## src/rtl/fir_decim_buf.sv

```systemverilog
// Keeps one FIR output sample in every M and queues the kept samples in a
// first-word-fall-through FIFO read through a valid/ready handshake.
module fir_decim_buf #(
  parameter int DW    = 10,
  parameter int M     = 4,
  parameter int PHASE = 0,
  parameter int DEPTH = 8
) (
  input  logic                         clk,
  input  logic                         rst_n,
  input  logic                         clear,
  input  logic                         in_valid,
  input  logic signed [DW-1:0]         in_data,
  output logic                         out_valid,
  input  logic                         out_ready,
  output logic signed [DW-1:0]         out_data,
  output logic [$clog2(DEPTH):0]       level,
  output logic                         overflow
);
  localparam int AW = $clog2(DEPTH);
  localparam int LW = AW + 1;
  // A one-bit counter is kept even for M=1 so the width never collapses to zero.
  localparam int PW = (M > 1) ? $clog2(M) : 1;
  localparam logic [PW-1:0] PHASE_LAST = PW'(M - 1);
  localparam logic [PW-1:0] KEEP_PHASE = PW'(PHASE);
  localparam logic [LW-1:0] FULL_LEVEL = LW'(DEPTH);

  logic [PW-1:0]        phase_q, phase_d;
  logic [AW-1:0]        wr_ptr_q, wr_ptr_d;
  logic [AW-1:0]        rd_ptr_q, rd_ptr_d;
  logic [LW-1:0]        level_q, level_d;
  logic                 overflow_q, overflow_d;
  logic signed [DW-1:0] mem_q [DEPTH];

  logic keep;
  logic full;
  logic rd_en;
  logic wr_en;
  logic drop;

  assign out_valid = (level_q != '0);
  // Gate the head so reset and empty present zero instead of stale storage.
  assign out_data  = out_valid ? mem_q[rd_ptr_q] : '0;
  assign level     = level_q;
  assign overflow  = overflow_q;

  always_comb begin
    keep       = in_valid && (phase_q == KEEP_PHASE);
    full       = (level_q == FULL_LEVEL);
    rd_en      = !clear && out_valid && out_ready;
    wr_en      = !clear && keep && (!full || rd_en);
    drop       = !clear && keep && full && !rd_en;

    phase_d    = phase_q;
    wr_ptr_d   = wr_ptr_q;
    rd_ptr_d   = rd_ptr_q;
    level_d    = level_q;
    overflow_d = overflow_q;

    if (clear) begin
      phase_d    = '0;
      wr_ptr_d   = '0;
      rd_ptr_d   = '0;
      level_d    = '0;
      overflow_d = 1'b0;
    end else begin
      if (in_valid) begin
        phase_d = (phase_q == PHASE_LAST) ? '0 : phase_q + PW'(1);
      end
      if (wr_en) begin
        wr_ptr_d = wr_ptr_q + AW'(1);
      end
      if (rd_en) begin
        rd_ptr_d = rd_ptr_q + AW'(1);
      end
      case ({wr_en, rd_en})
        2'b10:   level_d = level_q + LW'(1);
        2'b01:   level_d = level_q - LW'(1);
        default: level_d = level_q;
      endcase
      if (drop) begin
        overflow_d = 1'b1;
      end
    end
  end

  always_ff @(posedge clk or negedge rst_n) begin
    if (!rst_n) begin
      phase_q    <= '0;
      wr_ptr_q   <= '0;
      rd_ptr_q   <= '0;
      level_q    <= '0;
      overflow_q <= 1'b0;
    end else begin
      phase_q    <= phase_d;
      wr_ptr_q   <= wr_ptr_d;
      rd_ptr_q   <= rd_ptr_d;
      level_q    <= level_d;
      overflow_q <= overflow_d;
    end
  end

  // Sample storage carries no reset; only the pointers and level qualify it.
  always_ff @(posedge clk) begin
    if (wr_en) begin
      mem_q[wr_ptr_q] <= in_data;
    end
  end

endmodule

```

## config.mk

```make
export PLATFORM = sky130hd
export DESIGN_NAME = fir_decim_buf
export DESIGN_NICKNAME = d
export VERILOG_FILES = /design/src/rtl/fir_decim_buf.sv
export SDC_FILE = /design/constraint.sdc
export NUM_CORES = 1
export LEC_CHECK = 0
export ABC_AREA = 1
export CAP_MARGIN = 20
export CORE_MARGIN = 2
export CORE_UTILIZATION = 38
export DETAILED_ROUTE_END_ITERATION = 12
export PLACE_DENSITY_LB_ADDON = 0.12
export SLEW_MARGIN = 20
export SYNTH_ARGS = -nofsm -noshare
export SYNTH_HDL_FRONTEND = slang
export SYNTH_SLANG_ARGS = --single-unit
```

## constraint.sdc

```tcl
create_clock -name clk -period 1.98 [get_ports clk]
set_input_delay 0.396 -clock clk [delete_from_list [all_inputs] [get_ports clk]]
set_output_delay 0.396 -clock clk [all_outputs]
set_load 0.02 [all_outputs]
```

## After elaboration in Yosys (flattened, before gate mapping)

Memories as Yosys holds them, arrays and structs flattened.
Index checks and enable logic that the tools add are counted.

- Memories: 1
- Output and inout bits: 16
- Register bits: 13
- Input port bits: 15
- Logic and storage cells: 47
- Memory bits (writable): 80

Memories:

| memory | words | width | read ports | clocked after memory_dff | wr ports | line | source |
|---|---|---|---|---|---|---|---|
| mem_q | 8 | 10 | 1 | 0 | 1 | 33 | `logic signed [DW-1:0] mem_q [DEPTH];` |

- Add/sub/neg operators: 5
- Reductions and logical operators: 18
- Mux-type cells: 14
- Equal/unequal tests: 4

Operator list:

| operator | number |
|---|---|
| 3-bit 2-to-1 mux | 4 |
| 10-bit 2-to-1 mux | 1 |
| 4-bit one-hot mux with 2 select lines | 1 |
| 2-bit nonzero test | 4 |
| 1-bit logical AND | 7 |
| 3-bit by 1-bit adder with 3-bit output (second input constant) | 2 |
| 2-bit 2-to-1 mux | 3 |
| 4-bit by 1-bit adder with 4-bit output (second input constant) | 1 |
| 2-bit == test (second input constant) | 2 |
| 4-bit == test (second input constant) | 1 |
| 1-bit 2-to-1 mux | 4 |
| 4-bit 2-to-1 mux | 1 |
| 4-bit nonzero test | 1 |
| 4-bit by 1-bit subtractor with 4-bit output (second input constant) | 1 |
| 1-bit zero test | 3 |
| 3-bit nonzero test | 1 |
| 2-bit by 1-bit adder with 2-bit output (second input constant) | 1 |
| 2-bit by 1-bit == test with 1-bit output (second input constant) | 1 |
| 2-bit zero test | 1 |
| 1-bit logical OR | 1 |

## Depth between registers and ports, before layout

- Depth in word-level cells: 8
- Depth in mapped cells: 14
- Depth with buffers taken out: 14

## Least setup slack after synthesis

No wires, ideal clock.

- Kind: register -> register
- From: reg phase_q[0]
- To: mem mem_q[1][0], enable pin
- Path slack: -0.097 ns
- Cell stages (with the launch flop): 7
- Data required time: 1.590 ns
- Setup time: 0.390 ns
- Buffers on the path: 0
- Period minus slack after synthesis: 2.077 ns
- Arrival time: 1.687 ns
- Cell sequence: dfrtp_1 -> inv_1 -> ha_1 -> nand2_2 -> nor2_4 -> nand2_8 -> nor3_1

- Longest elaborated chain between the ends: 6

Ends and longest elaborated chain:

| what | line | source |
|---|---|---|
| start: declaration | 28 | `logic [PW-1:0] phase_q, phase_d;` |
| start signal: assignment | 95 | `phase_q <= phase_d;` |
| 2-bit zero test | 48 | `keep = in_valid && (phase_q == KEEP_PHASE);` |
| 1-bit logical AND | 48 |  |
| 1-bit logical AND (2 in series) | 51 | `wr_en = !clear && keep && (!full \|\| rd_en);` |
| 1-bit 2-to-1 mux | 105 | `if (wr_en) begin` |
| 1-bit 2-to-1 mux (not written as such) | 106 | `mem_q[wr_ptr_q] <= in_data;` |
| end: declaration | 33 |  |

Every way passes these cells.

## Worst setup path after layout

- From: reg rd_ptr_q[0]
- To: out out_data[7]

- Longest elaborated chain between the ends: 2

Ends and longest elaborated chain:

| what | line | source |
|---|---|---|
| start: declaration | 30 | `logic [AW-1:0] rd_ptr_q, rd_ptr_d;` |
| start signal: assignment | 97 | `rd_ptr_q <= rd_ptr_d;` |
| memory 8 x 10 bit | n/a |  |
| 10-bit 2-to-1 mux | 43 | `assign out_data = out_valid ? mem_q[rd_ptr_q] : '0;` |
| end: declaration | 16 | `output logic signed [DW-1:0] out_data,` |

Every way passes these cells.

==> reports/metrics.cfg <==
[critical_path]
cp_max_fo=21
cp-end-kind=output pin
cp-start-kind=flop
r2r_setup_slack_ns=0.14
crit_path_frequent_cell=nor2_1
path_delay_family=flip-flops
path_cells=buf_12, nor2_1, nor2_1, o21ai_0, o21ai_1, o21ai_1, nor2_1, buf_2
slowest_stage=dfrtp_2
critPathBufInv=2
worstSetupPathType=reg -> out
crit_required_ns=1.58
cp_slowest_stage_delay_ns=0.47
cp.arrival_ns=1.67

[synthesis]
syn_area_um2=4080
ys_seq_elements=93
synth.distinct_cells=33
yosysSeqAreaShare_pct=66.9
syn_inst=356
yosysWarnings=0
syn_nets=378
syn_avg_cell_area_um2=11.5

[cts]
cts_hold_buf=0
clockBufferDepth=2
clk_pin_slew_ns=0.09
cts_tree=built
cts-root-buf=clkbuf_8
cts.sinks=93
htree_levels=3
cts_buffers=9
insertion_delay_ns=0.35

[routing]
wl_per_cell_um=15.6
ant_nets=0
firstDrtPassIters=4
via_count=2749
remaining_drc_errors=0
viasPerCell=4.84
finalWirelength_mm=8.88
drtIter0Drc=140

[power]
p_leak_nw=1.92
powerDensity_nw_per_um2=925
power_frac_seq_pct=47.0
p_int_mw=3.32
clkPwrFrac_pct=25.8
ir_drop_uv=378
p_total_mw=4.72
pwr-share-comb_pct=27.2
swShare_pct=29.7
p_sw_mw=1.40

[sta]
maxSlewHeadroom_pct=75.7
finalSetupViolCount=10
setup_ws_ns=-0.0906
fin_crit_ns=2.07
fin_crit_sh_pct=105
fmax_mhz=483
rsz0062_at_grt=true
finClkSkew_ns=0.00934
hold_violations=0
finalMaxSlewViolations=0
worst_slew_pin_slew_ns=0.363

[final_layout]
mostFrequentLayoutCell=nor2_1
fin_util_pct=49.2
antenna_cells=0
synthToLayoutAreaGrowth_pct=24.9
final_nets=449
drive_above_1_share_pct=22.7
fin_cells=568
final_cell_mix=nor2_1, edfxtp_1, buf_4

[status]
violations=negative setup slack
status=complete, but fails checks

[die]
die_w_um=108
start_util_pct=39.3
coreArea_um2=10400
io_pins=31
dieArea_um2=11600
die_h_um=108
num_rows=37

[global_route]
overflow=0
grt_pass1_vias=2699
grt_max_degree=43
antenna_found_initial=0
grt_util_all_layers_pct=16.6
grt_pass1_wl_mm=14.3

[placement]
place_congestion=0.788
preCtsSetupSlack_ns=-0.272
place_hpwl_mm=5.86
dp_cells=545
port_buffers=30

[job]
cap_violations=0

[min_path]
hp-class=in -> async

## cells by family (layout without fill, tap and decap cells)
logic type / count (synthesis) / in the layout / share of synthesized area (%)
buf+inv: 32 / 108 / 3.89
fa+ha+maj: 7 / 7 / 2.33
flops: 93 / 93 / 66.9
xor+xnor: 2 / 2 / 0.429
simple gates: 143 / 143 / 16.7
compound gates: 79 / 79 / 9.84
## power by group through the flow
stage	combinational [mW]	sequential, mW	clock [mW]
finish	1.28	2.22	1.22
global route	1.44	2.22	1.32
CTS	1.16	2.21	1.25
detailed placement	1.19	2.26	0
global placement	1.18	2.26	0
floorplan	0.667	2.27	0
## cell usage after synthesis
cell / instances / area (µm²)
a21oi_1: 1 / 5.00
a21oi_2: 1 / 8.76
buf_2: 7 / 35.0
buf_4: 3 / 22.5
buf_6: 2 / 22.5
clkbuf_1: 4 / 15.0
clkbuf_2: 1 / 5.00
clkinv_1: 1 / 3.75
dfrtp_1: 13 / 325
edfxtp_1: 80 / 2400
fa_1: 1 / 20.0
ha_1: 6 / 75.1
inv_1: 11 / 41.3
inv_2: 2 / 7.51
inv_4: 1 / 6.26
nand2_1: 19 / 71.3
nand2_2: 2 / 12.5
nand2_4: 2 / 22.5
nand2_8: 1 / 20.0
nand3_1: 12 / 60.1
nand3_2: 2 / 20.0
nand3_4: 2 / 35.0
nand4_1: 3 / 18.8
nor2_1: 91 / 342
nor2_4: 2 / 22.5
nor2_8: 1 / 20.0
nor3_1: 4 / 20.0
o21a_1: 1 / 7.51
o21ai_0: 63 / 315
o21ai_1: 13 / 65.1
or2_2: 1 / 6.26
or2_4: 1 / 8.76
xnor2_1: 2 / 17.5
## area by class of cell
cell class	instances	area (µm²)
fillers	951	5270
multi-input cells	231	1230
clock buffers	9	124
inverters	15	58.8
flip-flops and latches	93	2730
well taps	136	170
repair buffers	77	716
clock inverters	7	66.3
## state kept, by name, summed over array words and instances (netlist names)
register	cells
level	4
mem_q	80
overflow	1
phase_q	2
rd_ptr_q	3
wr_ptr_q	3
## path summary, 6_finish.rpt
kind / cells after the start / from / to
max reg2reg: 10 / level[0] / mem_q[6][0]
min in group clk: 2 / overflow / overflow
max: 8 / rd_ptr_q[0] / out_data[7]
max in group asynchronous: 2 / rst_n / rd_ptr_q[0]
min: 2 / rst_n / phase_q[0]
min reg2reg: 2 / overflow / overflow
## stage by stage
stage	area [µm²]	TNS, ns	hold WS (ns)
global route	5100	-1.92	0.352
CTS	4990	-1.22	0.334
detailed placement	4820	-15.03	0.507
floorplan	4080	-3.87	0.100
global placement	4820	-14.24	0.482
finish	5100	-0.646	0.343
## metal layers
layer	vias to the layer above	wire, µm	track usage (%)
met2	36	4060	25.4
met1	1322	4330	24.3
met4	0	120	5.77
li1	1381	-	-
met5	-	0	0
met3	10	368	2.18
## what timing repair did
item                       4_1_cts  5_1_grt
setup buffers                    0        7
setup endpoints to repair       12       12
pin swaps                        3        8
resized for setup               51       33
No activity file was read; power rests on OpenSTA's default activity.
